**src/rtl/stopwatch_pkg.sv**
```systemverilog
// Shared types and constants for the MM:SS stopwatch: state encoding, BCD digit type, digit moduli.
// Used by stopwatch_bcd_counter and bcd_digit; no logic of its own.
package stopwatch_pkg;

  typedef logic [3:0] bcd_t;

  typedef struct packed {
    bcd_t min_tens;
    bcd_t min_ones;
    bcd_t sec_tens;
    bcd_t sec_ones;
  } mmss_t;

  localparam int unsigned DEC_MOD = 10;
  localparam int unsigned SEX_MOD = 6;

  localparam logic [1:0] ST_IDLE  = 2'd0;
  localparam logic [1:0] ST_RUN   = 2'd1;
  localparam logic [1:0] ST_PAUSE = 2'd2;

  typedef enum logic [1:0] {
    IDLE  = ST_IDLE,
    RUN   = ST_RUN,
    PAUSE = ST_PAUSE
  } state_e;

  function automatic int unsigned presc_width(input int unsigned div);
    return (div < 2) ? 1 : $clog2(div);
  endfunction

endpackage

```
**src/rtl/stopwatch_bcd_counter_bcd_digit.sv**
```systemverilog
// Mod-MOD BCD digit: increments on en, wraps to 0 and raises co combinationally on the last value.
// Registered digit, zero extra latency; sync clear (sclr) has priority over en.
module bcd_digit
  import stopwatch_pkg::*;
#(
  parameter int unsigned MOD = DEC_MOD
) (
  input  logic CLOCK_50,
  input  logic Clr,
  input  logic sclr,
  input  logic en,
  output bcd_t q,
  output logic co
);

  localparam bcd_t LAST = bcd_t'(MOD - 1);

  assign co = en && (q == LAST);

  always_ff @(posedge CLOCK_50 or negedge Clr) begin
    if (!Clr) begin
      q <= '0;
    end else if (sclr) begin
      q <= '0;
    end else if (en) begin
      q <= co ? '0 : q + 4'd1;
    end
  end

endmodule

```
**src/rtl/stopwatch_bcd_counter.sv**
```systemverilog
// Run/pause/zero MM:SS stopwatch: key sync -> IDLE/RUN/PAUSE FSM -> prescaler -> four BCD digits.
// Keys act 3 edges after first sampled low; optional lap display freeze under `LAP_HOLD_EN.
module stopwatch_bcd_counter
  import stopwatch_pkg::*;
#(
  parameter int unsigned CLK_HZ  = 50_000_000,
  parameter int unsigned TICK_HZ = 1
) (
  input  logic CLOCK_50,
  input  logic Clr,
  input  logic key_run_n,
  input  logic key_zero_n,
  input  logic key_lap_n,
  output bcd_t sec_ones,
  output bcd_t sec_tens,
  output bcd_t min_ones,
  output bcd_t min_tens,
  output logic running,
  output logic tick,
  output logic rollover,
  output logic lap_active
);

  localparam int unsigned DIV  = CLK_HZ / TICK_HZ;
  localparam int unsigned PW   = presc_width(DIV);
  localparam logic [PW-1:0] PMAX = PW'(DIV - 1);

`ifdef LAP_HOLD_EN
  localparam int NK = 3;
`else
  localparam int NK = 2;
`endif

  logic [NK-1:0] keys_n, s1, s2, s3, press;

`ifdef LAP_HOLD_EN
  assign keys_n = {key_lap_n, key_zero_n, key_run_n};
`else
  assign keys_n = {key_zero_n, key_run_n};
`endif

  // Two-flop synchronizer plus an edge flop; the press pulse is registered once more.
  always_ff @(posedge CLOCK_50 or negedge Clr) begin
    if (!Clr) begin
      s1    <= '1;
      s2    <= '1;
      s3    <= '1;
      press <= '0;
    end else begin
      s1    <= keys_n;
      s2    <= s1;
      s3    <= s2;
      press <= ~s2 & s3;
    end
  end

  logic run_p, zero_p, zero_clr;
  assign run_p  = press[0];
  assign zero_p = press[1];

  state_e state, state_nxt;

  always_comb begin
    state_nxt = state;
    case (state)
      RUN: begin
        if (run_p) state_nxt = PAUSE;
      end
      default: begin
        if (zero_p)     state_nxt = IDLE;
        else if (run_p) state_nxt = RUN;
      end
    endcase
  end

  // Zero only acts outside RUN, so it can never collide with a prescaler wrap.
  assign zero_clr = zero_p && (state != RUN);

  always_ff @(posedge CLOCK_50 or negedge Clr) begin
    if (!Clr) begin
      state   <= IDLE;
      running <= 1'b0;
    end else begin
      state   <= state_nxt;
      running <= (state_nxt == RUN);
    end
  end

  logic [PW-1:0] presc;
  logic          wrap;

  assign wrap = (state == RUN) && (presc == PMAX);

  always_ff @(posedge CLOCK_50 or negedge Clr) begin
    if (!Clr) begin
      presc <= '0;
    end else if (zero_clr || state == IDLE) begin
      presc <= '0;
    end else if (state == RUN) begin
      presc <= wrap ? '0 : presc + 1'b1;
    end
  end

  bcd_t  so_q, st_q, mo_q, mt_q;
  logic  so_co, st_co, mo_co, mt_co;
  mmss_t live, disp;

  bcd_digit #(.MOD(DEC_MOD)) u_sec_ones (
    .CLOCK_50(CLOCK_50), .Clr(Clr), .sclr(zero_clr), .en(wrap),  .q(so_q), .co(so_co));
  bcd_digit #(.MOD(SEX_MOD)) u_sec_tens (
    .CLOCK_50(CLOCK_50), .Clr(Clr), .sclr(zero_clr), .en(so_co), .q(st_q), .co(st_co));
  bcd_digit #(.MOD(DEC_MOD)) u_min_ones (
    .CLOCK_50(CLOCK_50), .Clr(Clr), .sclr(zero_clr), .en(st_co), .q(mo_q), .co(mo_co));
  bcd_digit #(.MOD(SEX_MOD)) u_min_tens (
    .CLOCK_50(CLOCK_50), .Clr(Clr), .sclr(zero_clr), .en(mo_co), .q(mt_q), .co(mt_co));

  assign live = {mt_q, mo_q, st_q, so_q};

  always_ff @(posedge CLOCK_50 or negedge Clr) begin
    if (!Clr) begin
      tick     <= 1'b0;
      rollover <= 1'b0;
    end else begin
      tick     <= wrap;
      rollover <= mt_co;
    end
  end

`ifdef LAP_HOLD_EN
  logic  lap_q;
  mmss_t snap;

  // Snapshot captures the count shown just before the press edge.
  always_ff @(posedge CLOCK_50 or negedge Clr) begin
    if (!Clr) begin
      lap_q <= 1'b0;
      snap  <= '0;
    end else if (zero_p) begin
      lap_q <= 1'b0;
    end else if (press[2] && state != IDLE) begin
      lap_q <= !lap_q;
      if (!lap_q) snap <= live;
    end
  end

  assign disp       = lap_q ? snap : live;
  assign lap_active = lap_q;
`else
  assign disp       = live;
  // key_lap_n stays on the port list for pin compatibility only.
  assign lap_active = key_lap_n & 1'b0;
`endif

  assign {min_tens, min_ones, sec_tens, sec_ones} = disp;

endmodule

```
**config.mk**
```make
export PLATFORM = sky130hd
export DESIGN_NAME = stopwatch_bcd_counter
export DESIGN_NICKNAME = d
export VERILOG_FILES = /design/src/rtl/stopwatch_pkg.sv /design/src/rtl/stopwatch_bcd_counter_bcd_digit.sv /design/src/rtl/stopwatch_bcd_counter.sv
export SDC_FILE = /design/constraint.sdc
export NUM_CORES = 1
export LEC_CHECK = 0
export BUFFER_PORTS_ARGS = -buffer_cell sky130_fd_sc_hd__clkbuf_2
export CAP_MARGIN = 15
export CORE_ASPECT_RATIO = 0.75
export CORE_MARGIN = 10
export CORE_UTILIZATION = 50
export CTS_BUF_LIST = sky130_fd_sc_hd__clkbuf_4 sky130_fd_sc_hd__clkbuf_8 sky130_fd_sc_hd__clkbuf_16
export DETAILED_ROUTE_END_ITERATION = 8
export HOLD_SLACK_MARGIN = 0.05
export PLACE_DENSITY = 0.77
export SLEW_MARGIN = 20
export SYNTH_ARGS = -nofsm -noshare
export SYNTH_HDL_FRONTEND = slang
export SYNTH_SLANG_ARGS = --single-unit
export TNS_END_PERCENT = 50
```
**constraint.sdc**
```tcl
create_clock -name CLOCK_50 -period 2.5 [get_ports CLOCK_50]
set_input_delay 0.5 -clock CLOCK_50 [delete_from_list [all_inputs] [get_ports CLOCK_50]]
set_output_delay 0.5 -clock CLOCK_50 [all_outputs]
set_load 0.05 [all_outputs]
```
* After elaboration in Yosys (flattened, before gate mapping) *
Cells that the tools add are included.

word-level totals
  flip-flop bits (word level) = 55
  input port bits = 5
  output and inout port bits = 20

operators by class
  $add $sub $neg = 5
  equality and inequality tests = 8
  mux-type cells = 19
  bitwise gates (word level) = 2
  reduce and logical (&&, ||, !) cells = 13

operator list
  operator               count
  $mux 26                3
  $mux 4                 12
  $add 26x1->26 const B  1
  $eq 26x26->1 const B   1
  $add 4x1->4 const B    4
  $reduce_bool 2->1      5
  $eq 4x3->1 const B     2
  $eq 4x4->1 const B     2
  $mux 2                 4
  $logic_and 1x1->1      6
  $eq 2x1->1 const B     2
  $and 2x2->2            1
  $logic_not 2->1        1
  $ne 2x1->1 const B     1
  $not 2->2              1
  $logic_or 1x1->1       1

* Logic depth before layout (Yosys ltp) *
  depth in word-level cells = 9
  gate-level depth with buffers = 8

* Hierarchy *
A second synthesis with hierarchy kept.

second synthesis, totals
  cell total of the unflattened synthesis = 293
  area total of the unflattened synthesis = 2876.5 µm²

by module, submodules not included
  module                      times used  cells each  area an instance (µm²)  seq. area each (µm²)
  stopwatch_bcd_counter       1           191         1929.4                  983.4
  bcd_digit (u_min_tens ...)  2           25          234.0                   100.1
  bcd_digit (u_sec_ones)      1           26          241.5                   100.1
  bcd_digit (u_min_ones)      1           26          237.7                   100.1

* Least setup slack after synthesis *
OpenSTA, ideal clock, no wires.

  path type = register to register
  from = register u_sec_ones.q[0]
  to = register u_sec_tens.q[1]
  arrival = 2.106 ns
  path slack = 0.316 ns
  stages on the path, launching flop included = 8
  clock period less this slack = 2.184 ns
  path through = dfrtp_1 ha_1 nand2_1 nor2_1 nand3_1 clkbuf_1 or3_1 a21oi_1

between the ends
  word-level cells in the longest chain between the ends = 6
  elaborated cells on any way between the ends = 7
  those cells by class = eq/ne: 1; mux: 3; reduce/logical: 3

ends and longest elaborated chain
  what                      line                                   source
  start: declaration        stopwatch_bcd_counter_bcd_digit.sv:12  output bcd_t q,
  start signal: assignment  stopwatch_bcd_counter_bcd_digit.sv:26  q <= co ? '0 : q + 4'd1;
  $eq 4x4->1 (*)            stopwatch_bcd_counter_bcd_digit.sv:18  assign co = en && (q == LAST);
  $logic_and 1x1->1 (*)     stopwatch_bcd_counter_bcd_digit.sv:18
  $logic_and 1x1->1         stopwatch_bcd_counter_bcd_digit.sv:18
  $mux 4                    stopwatch_bcd_counter_bcd_digit.sv:26
  $mux 4                    stopwatch_bcd_counter_bcd_digit.sv:25  end else if (en) begin
  $mux 4                    stopwatch_bcd_counter_bcd_digit.sv:23  end else if (sclr) begin
  end signal: assignment    stopwatch_bcd_counter_bcd_digit.sv:26
  end: declaration          stopwatch_bcd_counter_bcd_digit.sv:12

Mark *: on every way between the ends. The rest lies on a longest branch, timed or not. The select of a mux whose other input is x is not followed.
A chain may end at the register's enable or synchronous reset.

* Worst setup path after layout *
  from = register presc[11]
  to = register presc[16]

between the ends
  word-level cells in the longest chain between the ends = 5
  elaborated cells on any way between the ends = 6
  those cells by class = add/sub: 1; eq/ne: 1; mux: 3; reduce/logical: 1

ends and longest elaborated chain
  what                                                                   line                          source
  start: declaration                                                     stopwatch_bcd_counter.sv:89   logic [PW-1:0] presc;
  start signal: assignment                                               stopwatch_bcd_counter.sv:100  presc <= wrap ? '0 : presc + 1'b1;
  parallel branches: the longest is 2 deep, another holds $add 26x1->26  -
  $mux 26 (*)                                                            stopwatch_bcd_counter.sv:100
  $mux 26 (*)                                                            stopwatch_bcd_counter.sv:99   end else if (state == RUN) begin
  $mux 26 (*)                                                            stopwatch_bcd_counter.sv:97   end else if (zero_clr || state == IDLE) begin

Mark *: on every way between the ends. The select of a mux whose other input is x is not followed.

==> results.md <==
- Hold Vio Cnt, Final: 0
- Area contributors post-synth: dfrtp_1 41%, dfstp_2 5.3%, nand2_1 3.9%
- Highest net fanout along the worst path: 13
- Synth Flop Type: dfrtp_1
- CTS Buf Count: 5
- Max Slew Vio Count: 0
- Layout cell share with drive strength beyond 1: 0.188
- Max Root-Sink Buffers: 2
- Final setup vio count: 0
- Core area: 5800 um^2
- Setup TNS: 0 ps
- Gpl congestion: 0.802
- Place WS: between 200 and 250 ps
- Netlist cell types: 59
- Synth cell count leaders: 49 x dfrtp_1, 31 x nand2_1, 21 x a21oi_1
- Die area: ~9400 um^2
- Relative slew margins: 0.541
- Sequential share of power: 0.533
- Vias per inst: 5.96
- Clock Skews: around 8 ps
- Port buffer count: 22
- # Max-Cap Violations: 0
- WL final: 6290 um
- Avg Inst Size Synth: 9.66 um^2
- Area growth, synth to finish: 9.87%
- Hold Buf Count CTS: 0
- Gates resized, CTS repair: 0
- Pleak: 1.45 nW
- Root buf cell: clkbuf_8
- Chip Width: roughly 110 um
- First-pass GRT wire length: approximately 10000 um
- Post-CTS setup buffers: 0
- Total Power: 1.85 mW
- Clock latency at the later pin of the worst-skew pair: 310 ps
- Placed insts: 400
- Pin count of the biggest net entering global routing: between 50 and 60
- Final nets: about 340
- Sw Ratio: 0.319
- Count leader, synth: dfrtp_1
- Drt initial violations: about 130
- NetSw: 591 uW
- WL/cell: between 15 and 20 um
- RSZ-0062 raised after global routing: no
- Smallest hold slack: 260 ps
- Crit Path Class: reg -> reg
- Residual DRC: 0
- # diodes: 0
- DR vias: 2432
- Overflow after GRT: 0
- Max VDD drop: 364 uV
- 1st-pass router iterations: 4
- H-tree Lvls: 2
- Synth top area share: 0.414
- Finished Layout Cells: 408
- Clock Sink Count: 55
- Status: finished, final reports clean
- Sequential cell area fraction in the yosys report: 0.467
- Syn Inst Count: 307
- Number of synthesized flops with an enable pin: 0
- Synth Warn #: 0
- GRT Total Usage: 0.134
- Antenna viol nets, final: 0
- Hold Path Class: in -> reg
- Final Critical Period: roughly 2300 ps
- # rows: 24
- Area of the mapped netlist: 2970 um^2
- CP arrival: 2460 ps
- Initial antenna violation count: 0
- Worst setup margin: 213 ps
- Setup crit start kind: flip-flop
- Endpoint type of the worst setup path: flip-flop
- Critical Path RT: 2670 ps
- Combinational group share of total power: 0.194
- Maximum clock rate: 437 MHz
- Io pins: 25
- Starting Density: 0.512
- TritonCTS clock tree: yes
- Cell Pwr Density: 569 nW/um^2
- DIE HEIGHT: 86.7 um
- Period utilization: 0.915
- Slew at the pin closest to its max-slew limit: a little under 700 ps
- Power Internal: roughly 1.3 mW
- Clock transition at the registers of the reported paths: 100 ps
- Syn nets: 321
- Post-synth top area cell: dfrtp_1
- Detailed Place HPWL: 4540 um
- Post-synth ARST share: 1.00
- Vias in the first global route: roughly 2.2k
- Clock power frac: 0.274
- Synthesized flop and latch total: 55
[flip-flops by register name (all words and copies together), names as in the netlist]
name / count
presc: 26
u_min_ones.q: 4
u_min_tens.q: 4
u_sec_ones.q: 4
u_sec_tens.q: 4
press: 2
s1: 2
s2: 2
s3: 2
state: 2
rollover: 1
running: 1
tick: 1
[power by group through the flow]
stage,logic (mW),clock network (mW),registers (mW)
6_report,0.359,0.507,0.987
5_1_grt,0.400,0.554,0.997
4_1_cts,0.360,0.519,0.986
3_5_place_dp,0.360,0,1.00
3_3_place_gp,0.346,0,1.00
2_1_floorplan,0.246,0,1.00
[kinds of logic after synthesis]
group                    synth area share
multiplexers                       0.0207
other                             0.00126
AO/OA/AOI/OAI                       0.158
XOR/XNOR                          0.00886
adder cells (fa/ha/maj)            0.0380
buffers and inverters              0.0354
AND/OR/NAND/NOR                     0.271
flip-flops                          0.467
[worst max-delay path, stage by stage, from the launching register on]
cell	delay, ps
dfrtp_1	490
or4b_4	560
nor4_4	390
a21oi_2	220
buf_4	240
a31oi_1	190
a21oi_1	60
[metal layers]
metal,GRT usage,routed length (um)
met3,0.0289,379
met2,0.186,2720
met5,0,0
met1,0.199,3120
met4,0.0442,75
[stage by stage]
| stage | util | area, um^2 |
|---|---|---|
| final | 0.562 | 3260 |
| after global routing | 0.562 | 3260 |
| after CTS | 0.562 | 3260 |
| after detailed placement | 0.546 | 3170 |
| after global placement | 0.546 | 3170 |
| after floorplan | - | 2970 |
[layout by cell type (no fill, tap or decap), types with 5 or more instances in the layout]
master,instances
or3_1,8
inv_1,7
clkbuf_2,22
nor3_1,8
dfstp_2,6
nor2b_1,6
nand3_1,16
nor2_1,14
nand2_1,31
o21ai_0,20
buf_4,9
ha_1,9
a21oi_1,20
and3_1,5
a31oi_1,13
mux2i_1,5
clkbuf_8,5
nand4_1,8
dfrtp_1,49
[path summary, 6_finish.rpt]
kind	start	to	slack, ps	depth (start not counted)
worst min-delay path	key_zero_n	s1[1]	260	1
worst min register to register	s1[0]	s2[0]	360	0
worst max register to register	presc[11]	presc[16]	210	6
worst max-delay path	presc[11]	presc[16]	210	6
min in group asynchronous	Clr	presc[1]	290	2
max in group asynchronous	Clr	presc[12]	1740	2
[layout make-up]
cell class	count	area (um^2)
Fill cell	517	2540
Multi-Input combinational cell	229	1480
Sequential cell	55	1380
Timing Repair Buffer	31	178
Tap cell	78	97.6
Clock buffer	5	68.8
Inverter	7	26.3
Clock inverter	3	23.8
Note: power is estimated with default switching activity, not from simulation.
